[config.mk]
export PLATFORM = sky130hd
export DESIGN_NAME = ysyx_22041211_fetch_unit
export DESIGN_NICKNAME = d
export VERILOG_FILES = /design/src/rtl/ysyx_22041211_fetch_unit.sv
export SDC_FILE = /design/constraint.sdc
export NUM_CORES = 1
export LEC_CHECK = 0
export CELL_PAD_IN_SITES_DETAIL_PLACEMENT = 1
export CELL_PAD_IN_SITES_GLOBAL_PLACEMENT = 1
export CORE_MARGIN = 5
export CORE_UTILIZATION = 31
export CTS_BUF_LIST = sky130_fd_sc_hd__clkbuf_8
export CTS_CLUSTER_SIZE = 40
export DETAILED_ROUTE_END_ITERATION = 10
export MAX_ROUTING_LAYER = met4
export PLACE_DENSITY = 0.87
export RECOVER_POWER = 25
export REMOVE_ABC_BUFFERS = 1
export SKIP_CTS_REPAIR_TIMING = 1
export SLEW_MARGIN = 20
export SYNTH_ARGS = -nofsm -noshare
export SYNTH_HDL_FRONTEND = slang
export SYNTH_SLANG_ARGS = --single-unit
[constraint.sdc]
create_clock -name clk -period 1.8 [get_ports clk]
set_input_delay 0.18 -clock clk [delete_from_list [all_inputs] [get_ports clk]]
set_output_delay 0.18 -clock clk [all_outputs]
set_load 0.005 [all_outputs]
[src/rtl/ysyx_22041211_fetch_unit.sv]
// ysyx_22041211_fetch_unit
// Instruction fetch unit. It turns one fetch request per PC into a single-beat
// AXI-lite style read (AR then R channel). The returned word goes to decode
// over a valid/ready handshake. After decode takes the word, a one-cycle
// fetch_done_o pulse qualifies the PC register update. Only one request is
// in flight at a time.
//
// Ports:
//   clk, rst             clock; synchronous active-high reset
//   pc_i, fetch_req_i    PC to fetch and request strobe (taken only when idle)
//   araddr_o, arvalid_o, arready_i                read-address channel
//   rdata_i, rresp_i, rvalid_i, rready_o          read-data channel
//   inst_o, inst_valid_o, inst_ready_i            instruction to decode
//   fetch_done_o         one-cycle pulse after decode accepts the instruction
//   busy_o               high whenever the unit is not idle
//   err_o                fault flag that goes with the current inst_o
//
// Optional feature: YSYX_22041211_FETCH_MISALIGN_CHK_EN. When defined, a
// request with pc_i[1:0] != 0 skips the bus and returns a faulted NOP.

module ysyx_22041211_fetch_unit #(
    parameter int unsigned ADDR_LEN = 32,
    parameter int unsigned DATA_LEN = 32
) (
    input  logic                clk,
    input  logic                rst,
    input  logic [ADDR_LEN-1:0] pc_i,
    input  logic                fetch_req_i,
    output logic [ADDR_LEN-1:0] araddr_o,
    output logic                arvalid_o,
    input  logic                arready_i,
    input  logic [DATA_LEN-1:0] rdata_i,
    input  logic [1:0]          rresp_i,
    input  logic                rvalid_i,
    output logic                rready_o,
    output logic [DATA_LEN-1:0] inst_o,
    output logic                inst_valid_o,
    input  logic                inst_ready_i,
    output logic                fetch_done_o,
    output logic                busy_o,
    output logic                err_o
);

    typedef enum logic [1:0] {
        IDLE = 2'd0,
        ADDR = 2'd1,
        DATA = 2'd2,
        HOLD = 2'd3
    } state_t;

    // addi x0, x0, 0; stands in for the word on any fetch fault
    localparam logic [DATA_LEN-1:0] NOP_INST  = DATA_LEN'(32'h0000_0013);
    localparam logic [1:0]          RESP_OKAY = 2'b00;

    state_t state;

    // Fetch FSM; every output is a register updated alongside the state
    always_ff @(posedge clk) begin
        if (rst) begin
            state        <= IDLE;
            araddr_o     <= '0;
            arvalid_o    <= 1'b0;
            rready_o     <= 1'b0;
            inst_o       <= '0;
            inst_valid_o <= 1'b0;
            fetch_done_o <= 1'b0;
            busy_o       <= 1'b0;
            err_o        <= 1'b0;
        end else begin
            // The completion pulse lasts for exactly one cycle
            fetch_done_o <= 1'b0;

            case (state)
                IDLE: begin
                    if (fetch_req_i) begin
                        busy_o <= 1'b1;
`ifdef YSYX_22041211_FETCH_MISALIGN_CHK_EN
                        // A misaligned PC never reaches the bus
                        if (pc_i[1:0] != 2'b00) begin
                            inst_o       <= NOP_INST;
                            err_o        <= 1'b1;
                            inst_valid_o <= 1'b1;
                            state        <= HOLD;
                        end else
`endif
                        begin
                            araddr_o  <= pc_i;
                            arvalid_o <= 1'b1;
                            state     <= ADDR;
                        end
                    end
                end

                ADDR: begin
                    // araddr_o is not written here, so it stays stable under arvalid_o
                    if (arready_i) begin
                        arvalid_o <= 1'b0;
                        rready_o  <= 1'b1;
                        state     <= DATA;
                    end
                end

                DATA: begin
                    if (rvalid_i) begin
                        rready_o     <= 1'b0;
                        inst_valid_o <= 1'b1;
                        err_o        <= (rresp_i != RESP_OKAY);
                        inst_o       <= (rresp_i != RESP_OKAY) ? NOP_INST : rdata_i;
                        state        <= HOLD;
                    end
                end

                HOLD: begin
                    // inst_o / err_o are left untouched until the next capture
                    if (inst_ready_i) begin
                        inst_valid_o <= 1'b0;
                        busy_o       <= 1'b0;
                        fetch_done_o <= 1'b1;
                        state        <= IDLE;
                    end
                end

                default: begin
                    state <= IDLE;
                end
            endcase
        end
    end

endmodule
==> impl_metrics.json <==
{
  "fin_nets": 525,
  "min_path_type": "in -> reg",
  "cts-root-buf": "clkbuf_8",
  "worstPathArrival_ns": 1.84,
  "die_y_um": 108.7,
  "post-dp-hpwl_mm": 6.787,
  "multi_input_area_mm2": 0.001373,
  "antenna_left": 0,
  "relSlewSlack_pct": 63.02,
  "setup_viol": 0,
  "cts_sinks": 72,
  "p_comb_share_pct": 33.2,
  "fin_skew_ns": 0.009606,
  "wl_mm": 8.819,
  "min-delay-start": "rst",
  "syn_area_mm2": 0.003020,
  "grt_max_degree": 40,
  "timing.fmax_ghz": 0.6066,
  "antenna_cells": 0,
  "cp_cell_sequence": "inv_1 > ha_1 > and4bb_2 > buf_12 > a22oi_2 > nor2_2",
  "num_rows": 36,
  "hold_viol": 0,
  "max_cap_violations": 0,
  "worstMarginPinSlew_ns": 0.5548,
  "drt_iter0_markers": 66,
  "pre_cts_ws_ns": 0.1607,
  "path_clk_slew_ns": 0.08,
  "drt-wirelength-per-cell_um": 15.10,
  "gr-total-overflow": 0,
  "internal_power_mw": 3.331,
  "yosysTopAreaCell": "dfxtp_1",
  "ys_seq_area_share_pct": 47.72,
  "endpoint": "inst_o[9]",
  "routabilityCongestion": 0.7455,
  "synth-seq-cells": 72,
  "io_pins": 142,
  "grt_pass1_wl_mm": 13.93,
  "synth_area_leaders": "dfxtp_1 48%, a22oi_2 12%, nand2_1 8.8%, a21oi_1 6.1%, nor2_2 6.0%",
  "synthArstFlopShare_pct": 0,
  "seqCellArea_mm2": 0.001441,
  "worstRegToRegCells": 6,
  "cts_tree": "built",
  "worst_setup_path_start_kind": "flop",
  "die_area_mm2": 0.01182,
  "required_ns": 1.99,
  "status": "complete, no violations",
  "cp_slowest_cell": "dfxtp_1",
  "fin_total_pwr_mw": 4.842,
  "hold_slack_ns": 0.3227,
  "clkPwrFrac_pct": 26.2,
  "setup_tns_ns": 0,
  "port_buffers": 141,
  "swShare_pct": 31.21,
  "cp_top_family": "flip-flops",
  "numCtsBuffers": 9,
  "drive_gt1_share_pct": 19.29,
  "viasPerCell": 4.589,
  "cp-end-kind": "flop",
  "yosysUniqueCellTypes": 32,
  "insertion_delay_ns": 0.33,
  "synth.most_common_cell": "dfxtp_1",
  "syn_area_per_cell_um2": 9.681,
  "area_growth_pct": 55.47,
  "initial_core_util_pct": 31.33,
  "fillCellCount": 1120,
  "r2r_start": "state[0]",
  "critical_path_class": "reg -> reg",
  "fin_crit_ns": 1.648,
  "synth_enable_flop_cells": 0,
  "cts-htree-levels": 3,
  "p_sw_mw": 1.511,
  "syn_inst": 312,
  "rsz0062_at_grt": "no",
  "grt_pass1_vias": 2851,
  "reg.largest.list": "araddr_o x32, inst_o x32, state x2",
  "dr_total_vias": 2680,
  "synth_common_cells": "72 x dfxtp_1, 71 x nand2_1, 37 x a21oi_1, 29 x a22oi_2, 29 x nor2_2",
  "post-route-drc-count": 0,
  "seqPwrFrac_pct": 40.6,
  "fin_crit_sh_pct": 91.58,
  "ir_worst_vdd_v": 0.0004809,
  "drtPass1Iterations": 4,
  "clock_path_buffers": 2,
  "pwr_density_cell_mw_per_mm2": 1031,
  "rrSetupSlack_ns": 0.15,
  "crit_start": "state[0]",
  "ys_warn_count": 0,
  "slowest_delay_ns": 0.42,
  "synth_top_flop_cell": "dfxtp_1",
  "cp_max_fo": 30,
  "path_depth": 6,
  "antenna_found_initial": 0,
  "timing.final.ws_setup_ns": 0.1515,
  "r2r_end": "inst_o[9]",
  "cp_num_buf_inv": 2,
  "p_leak_nw": 1.745,
  "report.final.slew_viol_count": 0,
  "core_region_area_mm2": 0.009639,
  "fp.dieW_um": 108.7,
  "grtUsageTotal_pct": 15.40,
  "yosys.area.top_type_share_pct": 47.72
}
[worst min path at each step]
| stage | end | slack [ns] | cells past startpoint |
|---|---|---|---|
| final | inst_o[27] | 0.32 | 2 |
| after floorplan | inst_o[10] | 0.25 | 1 |
| after detailed placement | araddr_o[18] | 0.45 | 2 |
| after global routing | inst_o[13] | 0.34 | 2 |
| after global placement | araddr_o[0] | 0.44 | 2 |
| after CTS | inst_o[27] | 0.31 | 2 |
[power by group through the flow]
stage / combinational, mW / sequential, mW / clock (mW)
after floorplan: 0.711 / 2.01 / 0
after global placement: 1.61 / 1.99 / 0
after detailed placement: 1.68 / 2.01 / 0
after CTS: 1.68 / 1.97 / 1.32
after global routing: 1.78 / 2.00 / 1.39
final: 1.61 / 1.97 / 1.27
[cell families (layout without fill, tap and decap cells)]
logic type / count (synthesis) / in the layout / synth area share, %
buf+inv: 25 / 164 / 6.835
flops: 72 / 72 / 47.72
compound gates: 71 / 71 / 19.47
simple gates: 136 / 136 / 22.83
mux: 2 / 2 / 0.6628
fa+ha+maj: 6 / 6 / 2.485
[cells in the final DEF, fill, tap and decap left out, types with 2 or more instances in the layout]
| master | instances |
|---|---|
| a21oi_1 | 37 |
| nor2_1 | 5 |
| mux2i_1 | 2 |
| nand2b_1 | 7 |
| dlygate4sd3_1 | 33 |
| nor2b_1 | 6 |
| clkdlybuf4s50_1 | 107 |
| or2_2 | 2 |
| ha_1 | 6 |
| and4bb_2 | 2 |
| buf_12 | 5 |
| nor2_2 | 29 |
| nor3_2 | 3 |
| and3_1 | 2 |
| clkinvlp_4 | 3 |
| nand2_1 | 71 |
| dfxtp_1 | 72 |
| clkbuf_8 | 10 |
| nand3_1 | 2 |
| inv_1 | 3 |
| and2_1 | 2 |
| a22oi_2 | 29 |
[stage by stage]
| stage | cell area, um^2 | instances | util, % |
|---|---|---|---|
| after CTS | 4696 | 584 | 48.72 |
| after global routing | 4696 | 584 | 48.72 |
| final | 4696 | 584 | 48.72 |
| after floorplan | 2825 | 290 | - |
| after detailed placement | 4501 | 569 | 46.69 |
| after global placement | 4501 | 569 | 46.69 |
[routing by layer]
layer	global-route usage [%]	wire length (um)	vias up
met5	-	0	-
met4	4.599	33	0
met3	5.861	834	2
met2	25.15	4152	100
met1	17.57	3798	1264
li1	-	-	1314
[final cells by class]
class	count	share of cell area, %
clock inverter	5	1.226
inverter	3	0.2398
tap	133	3.544
multi-input combinational	215	29.23
clock buffer	10	2.931
timing repair buffer	146	32.13
sequential	72	30.70
Power figures use the tool's default switching activity.
